`src/rtl/fetch_unit.sv`:
```
// Instruction fetch stage: owns the PC, keeps one imem request in flight and
// buffers the returned word for decode. Redirects squash any stale fetch.
module fetch_unit #(
  parameter logic [31:0] RESET_PC = 32'h0000_0000
) (
  input  logic        clk,
  input  logic        nrst,
  input  logic        next_addr_en,
  input  logic [31:0] next_addr,
  output logic        imem_req,
  output logic [31:0] imem_addr,
  input  logic        imem_gnt,
  input  logic        imem_rvalid,
  input  logic [31:0] imem_rdata,
  output logic        inst_valid,
  output logic [31:0] inst,
  output logic [31:0] inst_pc,
  input  logic        inst_ready
);

  typedef enum logic [2:0] {IDLE, REQ, WAIT, DROP, HOLD} state_t;

  state_t      state;
  logic [31:0] pc;
  logic [31:0] fetch_pc;
  logic [31:0] inst_q;
  logic [31:0] inst_pc_q;
  logic [31:0] redirect;

  assign redirect = next_addr & ~32'h3;

  // DROP waits out a response whose request was made stale by a redirect.
  always_ff @(posedge clk or negedge nrst) begin
    if (!nrst) begin
      state     <= IDLE;
      pc        <= RESET_PC;
      fetch_pc  <= 32'h0;
      inst_q    <= 32'h0;
      inst_pc_q <= 32'h0;
    end else begin
      case (state)
        IDLE: begin
          state <= REQ;
          if (next_addr_en) pc <= redirect;
        end
        REQ: begin
          if (imem_gnt) begin
            if (next_addr_en) begin
              pc    <= redirect;
              state <= DROP;
            end else begin
              fetch_pc <= pc;
              pc       <= pc + 32'd4;
              state    <= WAIT;
            end
          end else if (next_addr_en) begin
            pc <= redirect;
          end
        end
        WAIT: begin
          if (imem_rvalid) begin
            if (next_addr_en) begin
              pc    <= redirect;
              state <= REQ;
            end else begin
              inst_q    <= imem_rdata;
              inst_pc_q <= fetch_pc;
              state     <= HOLD;
            end
          end else if (next_addr_en) begin
            pc    <= redirect;
            state <= DROP;
          end
        end
        DROP: begin
          if (imem_rvalid) state <= REQ;
          if (next_addr_en) pc <= redirect;
        end
        HOLD: begin
          if (next_addr_en) begin
            pc    <= redirect;
            state <= REQ;
          end else if (inst_ready) begin
            state <= REQ;
          end
        end
        default: state <= IDLE;
      endcase
    end
  end

  assign imem_req   = (state == REQ);
  assign imem_addr  = pc;
  assign inst_valid = (state == HOLD);
  assign inst       = inst_q;
  assign inst_pc    = inst_pc_q;

endmodule

```
`config.mk`:
```
export PLATFORM = sky130hd
export DESIGN_NAME = fetch_unit
export DESIGN_NICKNAME = d
export VERILOG_FILES = /design/src/rtl/fetch_unit.sv
export SDC_FILE = /design/constraint.sdc
export NUM_CORES = 1
export LEC_CHECK = 0
export ABC_AREA = 0
export CAP_MARGIN = 20
export CORE_MARGIN = 1.5
export CORE_UTILIZATION = 45
export DETAILED_ROUTE_END_ITERATION = 8
export PLACE_DENSITY = 0.76
export REMOVE_ABC_BUFFERS = 1
export SLEW_MARGIN = 10
export SYNTH_ARGS = -nofsm -noshare
export SYNTH_HDL_FRONTEND = slang
export SYNTH_SLANG_ARGS = --single-unit
```
`constraint.sdc`:
```
create_clock -name clk -period 3.2 [get_ports clk]
set_input_delay 0.32 -clock clk [delete_from_list [all_inputs] [get_ports clk]]
set_output_delay 0.32 -clock clk [all_outputs]
set_load 0.02 [all_outputs]
```
==> results of run 1 <==
-- layout by cell type (no fill, tap or decap), drive strengths merged, types with 6 or more instances in the layout --
master / netlist / final
mux2: 96 / 96
a21oi: 21 / 21
mux2i: 10 / 10
inv: 6 / 8
and3: 10 / 10
and4: 6 / 6
nand4: 15 / 15
clkinv: 0 / 7
clkbuf: 22 / 18
o22ai: 14 / 14
o21ai: 16 / 16
nand2: 21 / 21
nor3: 8 / 8
nand3: 17 / 17
buf: 7 / 11
clkdlybuf4s50: 0 / 164
nor2: 18 / 18
dfrtp: 131 / 131
-- worst min-delay path by stage --
stage | end | startpoint | slack [ps]
after global placement | inst[12] | nrst | 440
after CTS | inst[3] | nrst | 10
final | inst[3] | nrst | -30
after detailed placement | inst[3] | nrst | 450
after floorplan | fetch_pc[0] | nrst | 20
after global routing | inst[3] | nrst | 60
-- registers in the layout (all words and copies together) (netlist names) --
signal,flops
state,3
fetch_pc,32
inst_pc,32
inst,32
imem_addr,32
-- worst max-delay path: stages, from the launching register on --
cell,delay (ps)
dfrtp_1,510
nand2b_1,240
nor2_1,250
clkdlybuf4s50_1,670
-- stage by stage --
stage	setup slack (ps)	hold slack (ps)
after global placement	782.0	442.7
final	804.7	-32.34
after global routing	723.2	55.76
after floorplan	115.0	24.41
after detailed placement	749.9	450.1
after CTS	805.6	12.05
-- power by group --
group	internal (W)	leakage (nW)	switching, W
registers	0.00230	1.60	0.000465
clock network	0.00140	0.321	0.000739
logic	0.00148	1.67	0.00126
-- layer usage --
layer  GRT usage, %  vias up  wire, um
met5              0        -         0
met4          8.642        0       163
met3          5.496       14       896
met2          35.07      198      7087
met1          30.03     2308      6636
li1               -     2137         -
-- cells by family (layout without fill, tap and decap cells) --
family / after synthesis / after routing / synth area share [%]
AOI/OAI and AO/OA: 86 / 86 / 9.739
xor gates and xnor gates: 1 / 1 / 0.1489
adders and majority gates: 1 / 1 / 0.2126
buffers and inverters: 35 / 213 / 2.360
DFF: 131 / 131 / 55.71
muxes: 106 / 106 / 20.07
and+or+nand+nor: 121 / 121 / 11.76
-- area by class of cell --
cell class              instances  area [um^2]
well taps                     172        215.2
multi-input cells             315         2489
flip-flops and latches        131         3278
clock inverters                14        227.7
clock buffers                  18        429.2
fillers                       990         4244
repair buffers                175         1765
inverters                       6        22.52
==> results.toml, run 1 <==
[critical_path]
required_ps = 2880
worstSetupStartpoint = "state[2]"
setup.reg_to_reg.worst_slack_ps = 870
crit_end = "imem_req"
arrival_ps = 2080
cp_max_fo = 13
reg2reg_to = "imem_addr[29]"
crit_type = "reg -> out"
r2r-start = "state[1]"
reg2regPathDepth = 5
end_kind = "output port"
cp-start-kind = "register"

[die]
pin_count = 168
die_area_um2 = 13770
coreArea_um2 = 12670
fp.dieW_um = 117.4
die_height_um = 117.4
initial_core_util_pct = 46.44
num_rows = 41

[synth]
synth_area_um2 = 5884
ys_ff_latch = 131
synth_edf_count = 0
syn_avg_cell_area_um2 = 12.23
post-synth-top-count-cell = "dfrtp_1"
yosysWarnings = 0
syn_inst = 481
synth_area_leaders = "dfrtp_1 (56%), mux2_2 (18%), a21oi_1 (1.8%), mux2i_1 (1.7%), nand4_1 (1.5%)"
ys_seq_area_share_pct = 55.71
ys.flop_type = "dfrtp_1"
async_reset_ff_share_pct = 100.0
yosysTopAreaCell = "dfrtp_1"
yosys-top-cells-count = "dfrtp_1 (131), mux2_2 (96), clkbuf_1 (22)"
synth_top_area_share_pct = 55.71
ys_types = 55

[outcome]
status = "finished with violations"
violations = "negative hold slack"

[timing]
fin_skew_ps = 6.212
setup_violations = 0
slew-limit-headroom_pct = 41.58
hold_viol_final = 20
slew_violations = 0
clock.fmax_mhz = 417.5
fin_crit_sh_pct = 74.85
tightest_slew_ps = 876.2
whs_ps = -32.34
rsz0062_at_grt = "no"
fin_crit_ps = 2395
setup_tns_ps = 0

[routing]
drc_errors = 0
wl_per_cell_um = 17.79
first_pass_iters = 5
vias = 4657
routed_wirelength_um = 14780
antenna_left = 0
drt_iter0_markers = 261
via_per_inst = 5.604

[placed_design]
dp.cells = 799
place_hpwl_um = 10040
placed_cell_area_um2 = 7770
gp_congestion = 0.8106
io_buffers = 165

[layout]
design_area_um2 = 8427
fin_util_pct = 66.51
stdcell_count = 831
drive_gt1_share_pct = 23.07
nets = 717
syn2layout_area_growth_pct = 43.21
num_antenna_cells = 0

[pwr]
power_w = 0.007631
p_per_area_nw_per_um2 = 905.6
ir_drop_uv = 368.5
leakage_nw = 3.592

[cts]
cts_root_buffer = "clkbuf_16"
cts_tree = "yes"
cts_buffer_depth = 2
clk_pin_slew_ps = 60
ctsResizeCount = 0
cts_max_level = 4
post_cts_buffers = 0
cts_buffers = 17
clk_latency_ps = 410
cts_hold_buf = 0
cts_sinks = 131

[global_routing]
grt_overflow = 0
antenna_found_initial = 0
grt_pass1_wl_um = 24560
grt_usage_pct = 22.36
grt_start_max_net_pins = 92
grt_pass1_vias = 4754

[run]
max-cap-violations = 0

[hold_path]
hold_path_class = "in -> async"
Power figures use the tool's default switching activity.
==> run 2, diff against run 1 <==
- CORE_UTILIZATION: 45 -> 43
- clock period: 3.2 -> 2.2 ns (I/O delays scaled with it)
==> results.toml, run 2 (synthesis results as in run 1) <==
[layout]
design_area_um2 = 8577
nets = 751
fin_util_pct = 64.51
num_antenna_cells = 0
fill_cells = 985
multi_input_area_um2 = 2495
mostFrequentLayoutCell = "clkdlybuf4s50_1"
syn2layout_area_growth_pct = 45.76
drive_gt1_share_pct = 26.09
regArea_um2 = 3278
layout_common_cells = "clkdlybuf4s50_1 (163), dfrtp_1 (131), mux2_2 (96), buf_4 (40)"

[critical_path]
slowest_delay_ps = 640
cp_top_family = "buffers and inverters"
cp_max_fo = 13
required_ps = 1980
crit_slowest_cell = "clkdlybuf4s50_1"
crit_buf_inv = 2
path_cells = "buf_4 > nor3b_1 > clkdlybuf4s50_1"
cp-start-kind = "register"
arrival_ps = 1830
crit_type = "reg -> out"
end_kind = "output port"

[pwr]
pwr-share-comb_pct = 39.9
switchingPower_w = 0.003460
ir_drop_uv = 639.2
p_per_area_nw_per_um2 = 1253
p_seq_share_pct = 35.9
leakage_nw = 3.706
p_int_w = 0.007284
clkPwrFrac_pct = 24.2
power_w = 0.01074
p_sw_share_pct = 32.20

[global_routing]
antenna_found_initial = 0
grt_overflow = 0
grt_usage_pct = 21.77
grt_pass1_wl_um = 24400
grt_pass1_vias = 4874
grt_start_max_net_pins = 63

[placed_design]
gp_congestion = 0.8481
placed_cell_area_um2 = 8023
place_hpwl_um = 10530
io_buffers = 165

[routing]
wl_per_cell_um = 17.25
antenna_left = 0
drc_errors = 0
vias = 4764
via_per_inst = 5.501
routed_wirelength_um = 14940
drt_iter0_markers = 279
first_pass_iters = 6

[timing]
slew-limit-headroom_pct = 53.81
fin_skew_ps = 5.947
fin_crit_ps = 2047
fin_crit_sh_pct = 93.03
setup_violations = 0
tightest_slew_ps = 692.8
slew_violations = 0
rsz0062_at_grt = "no"
hold_viol_final = 0
clock.fmax_mhz = 488.6

[die]
die_height_um = 120.0
pin_count = 168
die_area_um2 = 14400
initial_core_util_pct = 44.26
coreArea_um2 = 13300
num_rows = 42
fp.dieW_um = 120.0

[cts]
cts_root_buffer = "clkbuf_16"
cts_sinks = 131
cts_buffer_depth = 2
clk_pin_slew_ps = 50
cts_buffers = 17
cts_tree = "yes"
post_cts_buffers = 0
clk_latency_ps = 410
cts_max_level = 4

[outcome]
status = "complete, no violations"

[run]
max-cap-violations = 0

[hold_path]
hold_path_class = "in -> async"
[run 2: cell types whose count changed in the layout (fill, tap and decap cells not counted), sizes merged]
cell	before	now
dlygate4sd3	0	1
inv	8	6
clkdlybuf4s50	164	163
buf	11	44
dlygate4sd2	0	1
clkbuf	18	22
clkinv	7	5
bufinv	5	2
[run 2: worst reg2reg max path, stage by stage (launching register included)]
cell and delay (ps):
dfrtp_1 390, ha_1 260, nand3_1 190, nor4_2 290, buf_4 180, nand3_1 150
or4_1 430, nand3_1 80
[run 2: layout make-up]
class | count | share of cell area [%]
clock buffers | 22 | 5.295
clock inverters | 7 | 0.9920
well taps | 176 | 2.567
multi-input cells | 315 | 29.09
flip-flops and latches | 131 | 38.22
inverters | 6 | 0.2626
repair buffers | 209 | 23.57
[run 2: metal layers]
| metal | vias up | routed length (um) | global-route usage (%) |
|---|---|---|---|
| li1 | 2202 | - | - |
| met1 | 2352 | 6618 | 28.23 |
| met2 | 188 | 7170 | 34.93 |
| met3 | 22 | 887 | 6.179 |
| met4 | 0 | 266 | 7.738 |
| met5 | - | 0 | 0 |
[run 2: metrics by stage]
step	hold WS [ps]	setup TNS, ps	cells	setup WS (ps)
floorplan	-75.59	-73850	452	-885.0
global placement	237.2	0	836	73.20
detailed placement	235.5	0	836	3.083
CTS	377.9	0	866	119.1
global route	413.9	0	866	34.17
finish	373.3	0	866	153.3
[run 2: timing repair]
item / CTS / global route
hold endpoints to repair: 60 / 0
gates resized for setup: 1 / 1
hold buffers: 1 / 0
endpoints found under the setup margin: 1 / 1
[run 2: path summary, 6_finish.rpt]
kind / from / to / slack [ps] / cells past startpoint
max: state[1] / inst_valid / 150 / 3
min reg2reg: fetch_pc[21] / fetch_pc[21] / 480 / 2
max reg2reg: imem_addr[3] / imem_addr[24] / 170 / 7
max in group asynchronous: nrst / inst[17] / 1180 / 3
min: nrst / fetch_pc[10] / 370 / 2
min in group clk: imem_rdata[10] / inst[10] / 420 / 2
[run 2: power groups by stage]
| stage | clock [W] | sequential, W | combinational, W |
|---|---|---|---|
| global placement | 0 | 0.00383 | 0.00421 |
| global route | 0.00280 | 0.00400 | 0.00456 |
| CTS | 0.00267 | 0.00387 | 0.00432 |
| floorplan | 0 | 0.00471 | 0.00137 |
| finish | 0.00260 | 0.00386 | 0.00428 |
| detailed placement | 0 | 0.00390 | 0.00431 |
==> run 3, diff against run 2 <==
- SETUP_SLACK_MARGIN: unset -> 0.2
- SLEW_MARGIN: 10 -> 25
==> results.toml, run 3 (synthesis results as in run 1) <==
[pwr]
p_seq_share_pct = 35.9
clkPwrFrac_pct = 24.1
p_per_area_nw_per_um2 = 1250
p_sw_share_pct = 32.19
switchingPower_w = 0.003469
pwr-share-comb_pct = 40.0
leakage_nw = 3.710
p_int_w = 0.007308
ir_drop_uv = 644.8

[timing]
slew-limit-headroom_pct = 61.22
setup_violations = 0
fin_ws_ps = 228.2
whs_ps = 367.8
clock.fmax_mhz = 507.2
fin_crit_ps = 1972
fin_crit_sh_pct = 89.63
hold_viol_final = 0
rsz0062_at_grt = "no"
slew_violations = 0
tightest_slew_ps = 581.7
fin_skew_ps = 8.895

[placed_design]
io_buffers = 165
placed_cell_area_um2 = 8023
place_ws_ps = 3.083
place_hpwl_um = 10530
gp_congestion = 0.8481
dp.cells = 836

[die]
coreArea_um2 = 13300
die_area_um2 = 14400
fp.dieW_um = 120.0
die_height_um = 120.0
pin_count = 168
initial_core_util_pct = 44.26
num_rows = 42

[layout]
num_antenna_cells = 0
stdcell_count = 867
regArea_um2 = 3286
nets = 752
design_area_um2 = 8623
mostFrequentLayoutCell = "clkdlybuf4s50_1"
syn2layout_area_growth_pct = 46.54
layout_common_cells = "clkdlybuf4s50_1 (162), dfrtp_1 (125), mux2_2 (96), buf_4 (41)"
multi_input_area_um2 = 2527
drive_gt1_share_pct = 28.08
fill_cells = 970

[routing]
top_layer = "met4"
wl_per_cell_um = 17.31
wl_met2_um = 7217
antenna_left = 0
via_per_inst = 5.541
routed_wirelength_um = 15010
met3_length_um = 946
wl_met1_um = 6588
drc_errors = 0
drt_iter0_markers = 361
first_pass_iters = 5
vias = 4804

[global_routing]
grt_overflow = 0
grt_start_max_net_pins = 63
antenna_found_initial = 0
grt_pass1_vias = 4872
grt_usage_pct = 21.77
grt_pass1_wl_um = 24390

[cts]
cts_sinks = 131
cts_max_level = 4
clk_pin_slew_ps = 50
cts_buffers = 17
clk_latency_ps = 410
cts_tree = "yes"
cts_root_buffer = "clkbuf_16"
cts_buffer_depth = 2

[critical_path]
end_kind = "register"
crit_buf_inv = 0
arrival_ps = 2320
cp_top_family = "simple AND/OR/NAND/NOR gates"
cp_max_fo = 8
slowest_delay_ps = 540
setup.reg_to_reg.worst_slack_ps = 230
crit_type = "reg -> reg"
required_ps = 2540
path_cells = "and4_1 > nand4_2 > or4_4 > or4_1 > nand3_1"
cp-start-kind = "register"
crit_slowest_cell = "or4_4"

[outcome]
status = "complete, no violations"

[hold_path]
hold_path_class = "in -> async"

[run]
max-cap-violations = 0
## run 3: cell count changes in the layout (fill, tap and decap cells not counted), sizes merged
| cell | before | now |
|---|---|---|
| buf | 44 | 45 |
| clkdlybuf4s50 | 163 | 162 |
| dlygate4sd2 | 1 | 2 |
## run 3: final timing paths
kind                               start             to  cells after the start
setup / recovery           imem_addr[12]  imem_addr[29]                      5
hold / removal                      nrst   fetch_pc[10]                      2
setup reg to reg           imem_addr[12]  imem_addr[29]                      5
hold reg to reg             fetch_pc[21]   fetch_pc[21]                      2
max in group asynchronous           nrst   imem_addr[2]                      3
min in group clk           next_addr[16]  imem_addr[16]                      3
## run 3: power by group through the flow
stage | combinational, W | clock, W | sequential [W]
2_1_floorplan | 0.00137 | 0 | 0.00471
3_3_place_gp | 0.00421 | 0 | 0.00383
3_5_place_dp | 0.00431 | 0 | 0.00390
4_1_cts | 0.00432 | 0.00267 | 0.00387
5_1_grt | 0.00459 | 0.00280 | 0.00401
6_report | 0.00431 | 0.00260 | 0.00387
## run 3: area by class of cell
class,instances,share of cell area [%]
Sequential cell,131,38.10
Multi-Input combinational cell,315,29.31
Timing Repair Buffer,210,23.52
Clock buffer,22,5.267
Tap cell,176,2.554
Clock inverter,7,0.9867
Inverter,6,0.2612
## run 3: what timing repair did
action | in CTS | in global routing
endpoints found under the setup margin | 4 | 14
endpoints found under the hold margin | 60 | 0
hold buffers | 1 | 0
gates resized for setup | 5 | 12
pin swaps | 0 | 2
buffers inserted | 0 | 1
## run 3: per-stage QoR
| stage | utilization, % | TNS [ps] | power (W) |
|---|---|---|---|
| after floorplan | - | -73850 | 0.006081 |
| after global placement | 60.34 | 0 | 0.008044 |
| after detailed placement | 60.34 | 0 | 0.008204 |
| after CTS | 64.49 | 0 | 0.01085 |
| after global routing | 64.86 | 0 | 0.01140 |
| final | 64.86 | 0 | 0.01078 |
## run 3: layer usage
| layer | vias up | GRT usage (%) |
|---|---|---|
| met5 | - | 0 |
| met4 | 0 | 7.738 |
| met3 | 22 | 6.179 |
| met2 | 203 | 34.93 |
| met1 | 2368 | 28.23 |
| li1 | 2211 | - |
